--- config.mk ---
export PLATFORM = sky130hd
export DESIGN_NAME = imem_loader
export DESIGN_NICKNAME = d
export VERILOG_FILES = /design/src/rtl/imem_loader.sv
export SDC_FILE = /design/constraint.sdc
export NUM_CORES = 1
export LEC_CHECK = 0
export ABC_AREA = 1
export CAP_MARGIN = 20
export CORE_ASPECT_RATIO = 0.75
export CORE_MARGIN = 2
export CORE_UTILIZATION = 54
export DETAILED_ROUTE_END_ITERATION = 8
export GPL_ROUTABILITY_DRIVEN = 0
export PLACE_DENSITY = 0.82
export REMOVE_ABC_BUFFERS = 1
export SLEW_MARGIN = 20
export SYNTH_ARGS = -nofsm -noshare
export SYNTH_HDL_FRONTEND = slang
export SYNTH_SLANG_ARGS = --single-unit
export TNS_END_PERCENT = 5
--- constraint.sdc ---
create_clock -name clk -period 4.92 [get_ports clk]
set_input_delay 0.984 -clock clk [delete_from_list [all_inputs] [get_ports clk]]
set_output_delay 0.984 -clock clk [all_outputs]
set_load 0.03 [all_outputs]
--- src/rtl/imem_loader.sv ---
// imem_loader
// Boot-time loader that fills instruction memory from a length-prefixed,
// XOR-checksummed byte stream before the core is released.
//
// Stream: N lo, N hi (word count), 4*N data bytes (little-endian words),
// then one checksum byte equal to the XOR of all data bytes.
//
// Ports:
//   clk, rst          clock, asynchronous active-high reset
//   start             begin a load (honoured only in IDLE, DONE or ERR)
//   rx_data/rx_valid  incoming stream byte and its valid flag
//   rx_ready          loader accepts a byte this cycle (registered)
//   wr_en/wr_addr/wr_data  one-cycle instruction-memory write per word
//   cpu_hold          keeps the core stalled until a verified image is in place
//   done/error        load verified / load failed (oversize or bad checksum)
//   words_loaded      words written in the current or last load
module imem_loader #(
  parameter int unsigned ADDR_WIDTH = 32,
  parameter int unsigned MAX_WORDS  = 1024
) (
  input  logic                  clk,
  input  logic                  rst,
  input  logic                  start,
  input  logic [7:0]            rx_data,
  input  logic                  rx_valid,
  output logic                  rx_ready,
  output logic                  wr_en,
  output logic [ADDR_WIDTH-1:0] wr_addr,
  output logic [31:0]           wr_data,
  output logic                  cpu_hold,
  output logic                  done,
  output logic                  error,
  output logic [15:0]           words_loaded
);

  typedef enum logic [2:0] {
    IDLE = 3'd0,
    HDR  = 3'd1,
    DATA = 3'd2,
    CSUM = 3'd3,
    DONE = 3'd4,
    ERR  = 3'd5
  } state_t;

  state_t      state_r;
  logic        hdr_cnt_r;   // 0: expecting N lo, 1: expecting N hi
  logic [7:0]  n_lo_r;
  logic [15:0] n_r;
  logic [15:0] word_cnt_r;
  logic [1:0]  byte_cnt_r;
  logic [23:0] word_buf_r;  // bytes 0..2 of the word being assembled
  logic [7:0]  csum_r;

  logic        take_s;
  logic [15:0] n_hdr_s;
  logic        oversize_s;

  // Running checksum update: plain XOR of every data byte.
  function automatic logic [7:0] csum_next(input logic [7:0] acc, input logic [7:0] b);
    return acc ^ b;
  endfunction

  // A byte moves only when both sides agree; rx_ready is a register, so no
  // output ever depends combinationally on rx_valid/rx_data.
  assign take_s     = rx_valid & rx_ready;
  assign n_hdr_s    = {rx_data, n_lo_r};
  assign oversize_s = ({16'd0, n_hdr_s} > MAX_WORDS);

  // Loader state machine with all outputs registered.
  always_ff @(posedge clk or posedge rst) begin
    if (rst) begin
      state_r      <= IDLE;
      hdr_cnt_r    <= 1'b0;
      n_lo_r       <= 8'd0;
      n_r          <= 16'd0;
      word_cnt_r   <= 16'd0;
      byte_cnt_r   <= 2'd0;
      word_buf_r   <= 24'd0;
      csum_r       <= 8'd0;
      rx_ready     <= 1'b0;
      wr_en        <= 1'b0;
      wr_addr      <= '0;
      wr_data      <= 32'd0;
      cpu_hold     <= 1'b1;
      done         <= 1'b0;
      error        <= 1'b0;
      words_loaded <= 16'd0;
    end else begin
      wr_en <= 1'b0;
      case (state_r)
        IDLE, DONE, ERR: begin
          if (start) begin
            state_r      <= HDR;
            hdr_cnt_r    <= 1'b0;
            word_cnt_r   <= 16'd0;
            byte_cnt_r   <= 2'd0;
            csum_r       <= 8'd0;
            rx_ready     <= 1'b1;
            cpu_hold     <= 1'b1;
            done         <= 1'b0;
            error        <= 1'b0;
            words_loaded <= 16'd0;
          end
        end
        HDR: begin
          if (take_s) begin
            if (!hdr_cnt_r) begin
              n_lo_r    <= rx_data;
              hdr_cnt_r <= 1'b1;
            end else begin
              n_r <= n_hdr_s;
              if (oversize_s) begin
                state_r  <= ERR;
                rx_ready <= 1'b0;
                error    <= 1'b1;
              end else if (n_hdr_s == 16'd0) begin
                state_r <= CSUM;
              end else begin
                state_r <= DATA;
              end
            end
          end
        end
        DATA: begin
          if (take_s) begin
            csum_r     <= csum_next(csum_r, rx_data);
            byte_cnt_r <= byte_cnt_r + 2'd1;  // wraps to 0 after byte 3
            case (byte_cnt_r)
              2'd0: word_buf_r[7:0]   <= rx_data;
              2'd1: word_buf_r[15:8]  <= rx_data;
              2'd2: word_buf_r[23:16] <= rx_data;
              2'd3: begin
                wr_en        <= 1'b1;
                wr_addr      <= ADDR_WIDTH'({word_cnt_r, 2'b00});
                wr_data      <= {rx_data, word_buf_r};
                word_cnt_r   <= word_cnt_r + 16'd1;
                words_loaded <= word_cnt_r + 16'd1;
                // The last write lands in the first CSUM cycle; rx_ready stays up.
                if (word_cnt_r == n_r - 16'd1) begin
                  state_r <= CSUM;
                end
              end
              default: word_buf_r <= word_buf_r;
            endcase
          end
        end
        CSUM: begin
          if (take_s) begin
            rx_ready <= 1'b0;
            if (rx_data == csum_r) begin
              state_r  <= DONE;
              done     <= 1'b1;
              cpu_hold <= 1'b0;
            end else begin
              state_r <= ERR;
              error   <= 1'b1;
            end
          end
        end
        default: begin
          state_r  <= IDLE;
          rx_ready <= 1'b0;
          cpu_hold <= 1'b1;
          done     <= 1'b0;
          error    <= 1'b0;
        end
      endcase
    end
  end

endmodule

## After elaboration in Yosys (flattened, before gate mapping)

Index checks and enable logic that the tools add are counted.

- Output and inout port bits: 85
- Logic and storage cells: 111
- Register bits after elaboration: 131
- Bits of input ports: 12

- Eq/ne operators: 20
- Mux-type cells: 45
- Bitwise operators: 5
- Reductions and logical operators: 20
- Add/subtract/negate cells: 3
- Magnitude comparators: 1

Operators by type and width:

| kind | number |
|---|---|
| $mux 16 | 3 |
| $pmux 16 s2 | 1 |
| $mux 3 | 8 |
| $reduce_and 3->1 | 8 |
| $mux 1 | 21 |
| $ne 2x2->1 const B | 10 |
| $add 16x1->16 const B | 1 |
| $eq 16x16->1 | 1 |
| $gt 16x11->1 const B | 1 |
| $logic_not 16->1 | 1 |
| $mux 8 | 2 |
| $pmux 8 s2 | 1 |
| $sub 16x1->16 const B | 1 |
| $reduce_and 7->1 | 2 |
| $pmux 3 s4 | 1 |
| $eq 8x8->1 | 1 |
| $pmux 1 s4 | 2 |
| $reduce_and 4->1 | 2 |
| $xor 8x8->8 | 1 |
| $eq 3x2->1 const B | 2 |
| $eq 3x3->1 const B | 2 |
| $pmux 1 s3 | 2 |
| $reduce_and 6->1 | 1 |
| $eq 2x2->1 const B | 2 |
| other kinds (13) | 17 |

## Depth between registers and ports, before layout

- Word-level depth: 6
- Mapped depth: 16
- Depth with buffers taken out: 16

## Least setup slack after synthesis

OpenSTA, ideal clock, no wires.

- Path type: input to register
- Start point: input port rx_valid
- End point: register word_cnt_r[12]
- Slack: 2.732 ns
- Library setup time: 0.118 ns
- Arrival: 2.070 ns
- Data required time: 4.802 ns
- Stages on the path: 11
- Buffers on the path: 0
- Cells stage by stage: nand2_1 > nor2_1 > nor2_2 > nor2_4 > nand3_2 > nor2_2 > nand2_2 > nor3_2 > nand2_1 > nand2_1 > nor2_1

- Cells in the longest elaborated chain, start to end: 3

Ends and longest elaborated chain:

| element | line | text |
|---|---|---|
| start, declared | 25 | `input logic rx_valid,` |
| $and 1x1->1 | 65 | `assign take_s = rx_valid & rx_ready;` |
| $ne 2x2->1 (no line) | - |  |
| $reduce_and 4->1 (no line) | - |  |
| end signal, assigned | 136 | `word_cnt_r <= word_cnt_r + 16'd1;` |
| end, declared | 49 | `logic [15:0] word_cnt_r;` |

No other way between the ends.
A chain may end at the register's enable or synchronous reset.

## Final worst setup path

Same ends and word-level chain as after synthesis.

==> out/metrics.yaml <==
detailed_routing:
  top_layer_used: "met4"
  wl_met3_mm: 1.08
  vias_per_cell: 5.53
  wl_met2_mm: 7.10
  met1_length_mm: 6.41
  drc_errors: 0
  wirelength_mm: 14.9
  num_vias: 5430
  drtPass1Iterations: 5
  drt_iter0_markers: 488
  wl_per_cell_um: 15.2
  ant_nets: 0
timing:
  min_period_ns: 2.68
  rsz0062_at_grt: "false"
  whs_ns: 0.462
  clock_skew_ns: 0.0138
  tns_ns: 0
  slew_headroom_pct: 33.0
  fmax_ghz: 0.372
  hold_viol: 0
  slew_violations: 0
  min_period_over_period_pct: 54.6
  tightestPinTransition_ns: 1.00
  finalSetupViolations: 0
yosys:
  ys_ff_latch: 131
  ys_async_sr_fraction_pct: 100
  synth_top_cells_by_count: "250 x nand2_1, 130 x dfrtp_1, 73 x o21ai_0"
  syn_inst: 745
  syn-cell-area_mm2: 0.00625
  netlist.top_cell.by_area: "dfrtp_1"
  synth_top_area_share_pct: 52.1
  yosysWarnings: 0
  ys.flop_type: "dfrtp_1"
  syn-mean-instance-area_um2: 8.39
  yosysSeqAreaShare_pct: 52.5
  ys_top_cells_by_area: "dfrtp_1 52%, nand2_1 15%, o21ai_0 5.8%"
  yosys.cell_types.count: 39
  yosysMostFrequentCell: "nand2_1"
  synth_edf_count: 0
floorplan:
  die_h_um: 97.2
  start_util_pct: 56.3
  row_count: 33
  die-area_mm2: 0.0125
  coreArea_mm2: 0.0111
  ios: 97
  die_w_um: 128
clock_network:
  clkLatencyLatePin_ns: 0.42
  root_buffer: "clkbuf_16"
  postCtsHoldBufs: 0
  cts_setup_buffers: 0
  cts_buffer_depth: 2
  cts_resized: 0
  cts_tree: "done"
  cts_max_level: 4
  cts_buffers: 17
  worst_setup_hold_path_clk_slew_ns: 0.05
  clkSinkCount: 131
cells_and_area:
  stdcell_count: 982
  fin_nets: 847
  diodes: 0
  drive_gt1_share_pct: 8.55
  regArea_mm2: 0.00328
  area_growth_syn_to_layout_pct: 23.5
  multiInputGateArea_mm2: 0.00257
  fin_area_mm2: 0.00772
  fillCellCount: 806
critical_path:
  path_max_fanout: 12
  crit_slowest_cell: "clkdlybuf4s50_1"
  startpoint_type: "input pin"
  crit_arrival_ns: 2.99
  cp_cell_sequence: "clkdlybuf4s50_1 -> nand2_1 -> nor2_1 -> nor2_2 -> nor2_4 -> nand3_2 -> nor2_2 -> nand2_2 -> nor3_2 -> nand2_1 -> nand2_1 -> nor2_1"
  critPathKind: "in2reg"
  endpoint_kind: "flop"
  critical-path-max-stage-delay_ns: 0.45
  cp.required_ns: 5.22
  cpMostUsedCell: "nand2_1"
place:
  dpl.cell_count: 949
  io_buffer_count: 80
  dpl.hpwl_mm: 10.4
  placed_area_mm2: 0.00711
grt:
  antenna_found_initial: 0
  grt_usage_pct: 24.7
  grt_pass1_vias: 5161
  grt_max_degree: 72
  overflow: 0
  grt_pass1_wl_mm: 24.4
status:
  status: "finished, final reports clean"
power:
  irDropWorstVdd_uv: 262
  p_per_area_mw_per_mm2: 313
  power.leakage_nw: 3.82
flow_run:
  cap_violations: 0
worst_hold_path:
  worstHoldPathType: "reg2reg"
==> placed cells by master, fill, tap and decap left out, types with 2 or more instances in the layout <==
cell type        instances
a211oi_1                 2
a21oi_1                  9
buf_4                    2
bufinv_16                3
clkbuf_1                 3
clkbuf_16               17
clkbuf_8                 2
clkdlybuf4s50_1         80
clkinv_2                 5
conb_1                  16
dfrtp_1                130
ha_1                     6
inv_1                   59
inv_2                    8
nand2_1                250
nand2_2                  8
nand2b_1                 2
nand3_1                 21
nand3_2                  4
nand3b_1                 8
nand4_1                 11
nor2_1                  37
nor2_2                   7
nor2_4                   5
nor3_1                   6
nor3_2                   4
nor4_1                   4
o21ai_0                 73
o21ai_1                 19
xnor2_1                 14
xor2_1                  11
==> power breakdown <==
group | switching, W | leakage [nW] | internal, W
Sequential | 0 | 1.76 | 0.00108
Clock | 0.000456 | 0.294 | 0.000819
Combinational | 0.0000525 | 1.77 | 0.0000127
Total | 0.000509 | 3.82 | 0.00191
==> layout make-up <==
class | count | share of cell area (%)
Timing Repair Buffer | 83 | 10.8
Clock inverter | 10 | 1.70
Sequential cell | 131 | 42.5
Inverter | 69 | 3.39
Tap cell | 140 | 2.27
Clock buffer | 22 | 6.01
Multi-Input combinational cell | 527 | 33.3
==> path summary, 6_finish.rpt <==
check	cells past startpoint	startpoint	slack [ns]	end
min in group asynchronous	2	rst	1.09	wr_addr[12]$_DFFE_PP0P_
setup reg to reg	5	state_r[2]$_DFFE_PP0P_	2.66	n_r[11]$_DFFE_PP0P_
setup / recovery	12	rx_valid	2.24	word_cnt_r[12]$_DFFE_PP0P_
hold reg to reg	2	cpu_hold$_DFFE_PP1P_	0.46	cpu_hold$_DFFE_PP1P_
max in group asynchronous	3	rst	2.84	cpu_hold$_DFFE_PP1P_
hold / removal	2	cpu_hold$_DFFE_PP1P_	0.46	cpu_hold$_DFFE_PP1P_
==> routing by layer <==
layer | vias to the layer above | GRT usage, %
met5 | - | 0
met2 | 232 | 38.8
met4 | 0 | 9.89
met1 | 2642 | 32.4
li1 | 2512 | -
met3 | 44 | 6.99
==> state kept, by name (all words and copies together) (netlist names), 3 cells and up <==
register / flops
n_r: 16
state_r: 3
csum_r: 8
word_buf_r: 24
wr_addr: 16
word_cnt_r: 16
wr_data: 32
n_lo_r: 8
==> critical path: cells and delay by family <==
kind | cells | cell delay [ns]
AND/OR/NAND/NOR | 11 | 1.55
buffers and inverters | 1 | 0.45
==> cells by family (layout without fill, tap and decap cells) <==
kind of cell / count (synthesis) / after routing / share of synthesized area (%)
AOI/OAI and AO/OA: 109 / 109 / 9.13
xor gates and xnor gates: 25 / 25 / 3.50
adders and majority gates: 6 / 6 / 1.20
buffers and inverters: 102 / 184 / 7.25
DFF: 131 / 131 / 52.5
other: 1 / 16 / 0.0600
and+or+nand+nor: 371 / 371 / 26.4
==> stage by stage <==
stage | util, % | total power, W | worst slack, ns
detailed placement | 64.0 | 0.00116 | 1.65
floorplan | - | 0.00114 | 0.440
finish | 69.5 | 0.00242 | 2.24
global route | 69.5 | 0.00248 | 2.06
CTS | 69.3 | 0.00242 | 2.07
global placement | 64.0 | 0.00116 | 1.80
No activity file was read; power rests on OpenSTA's default activity.
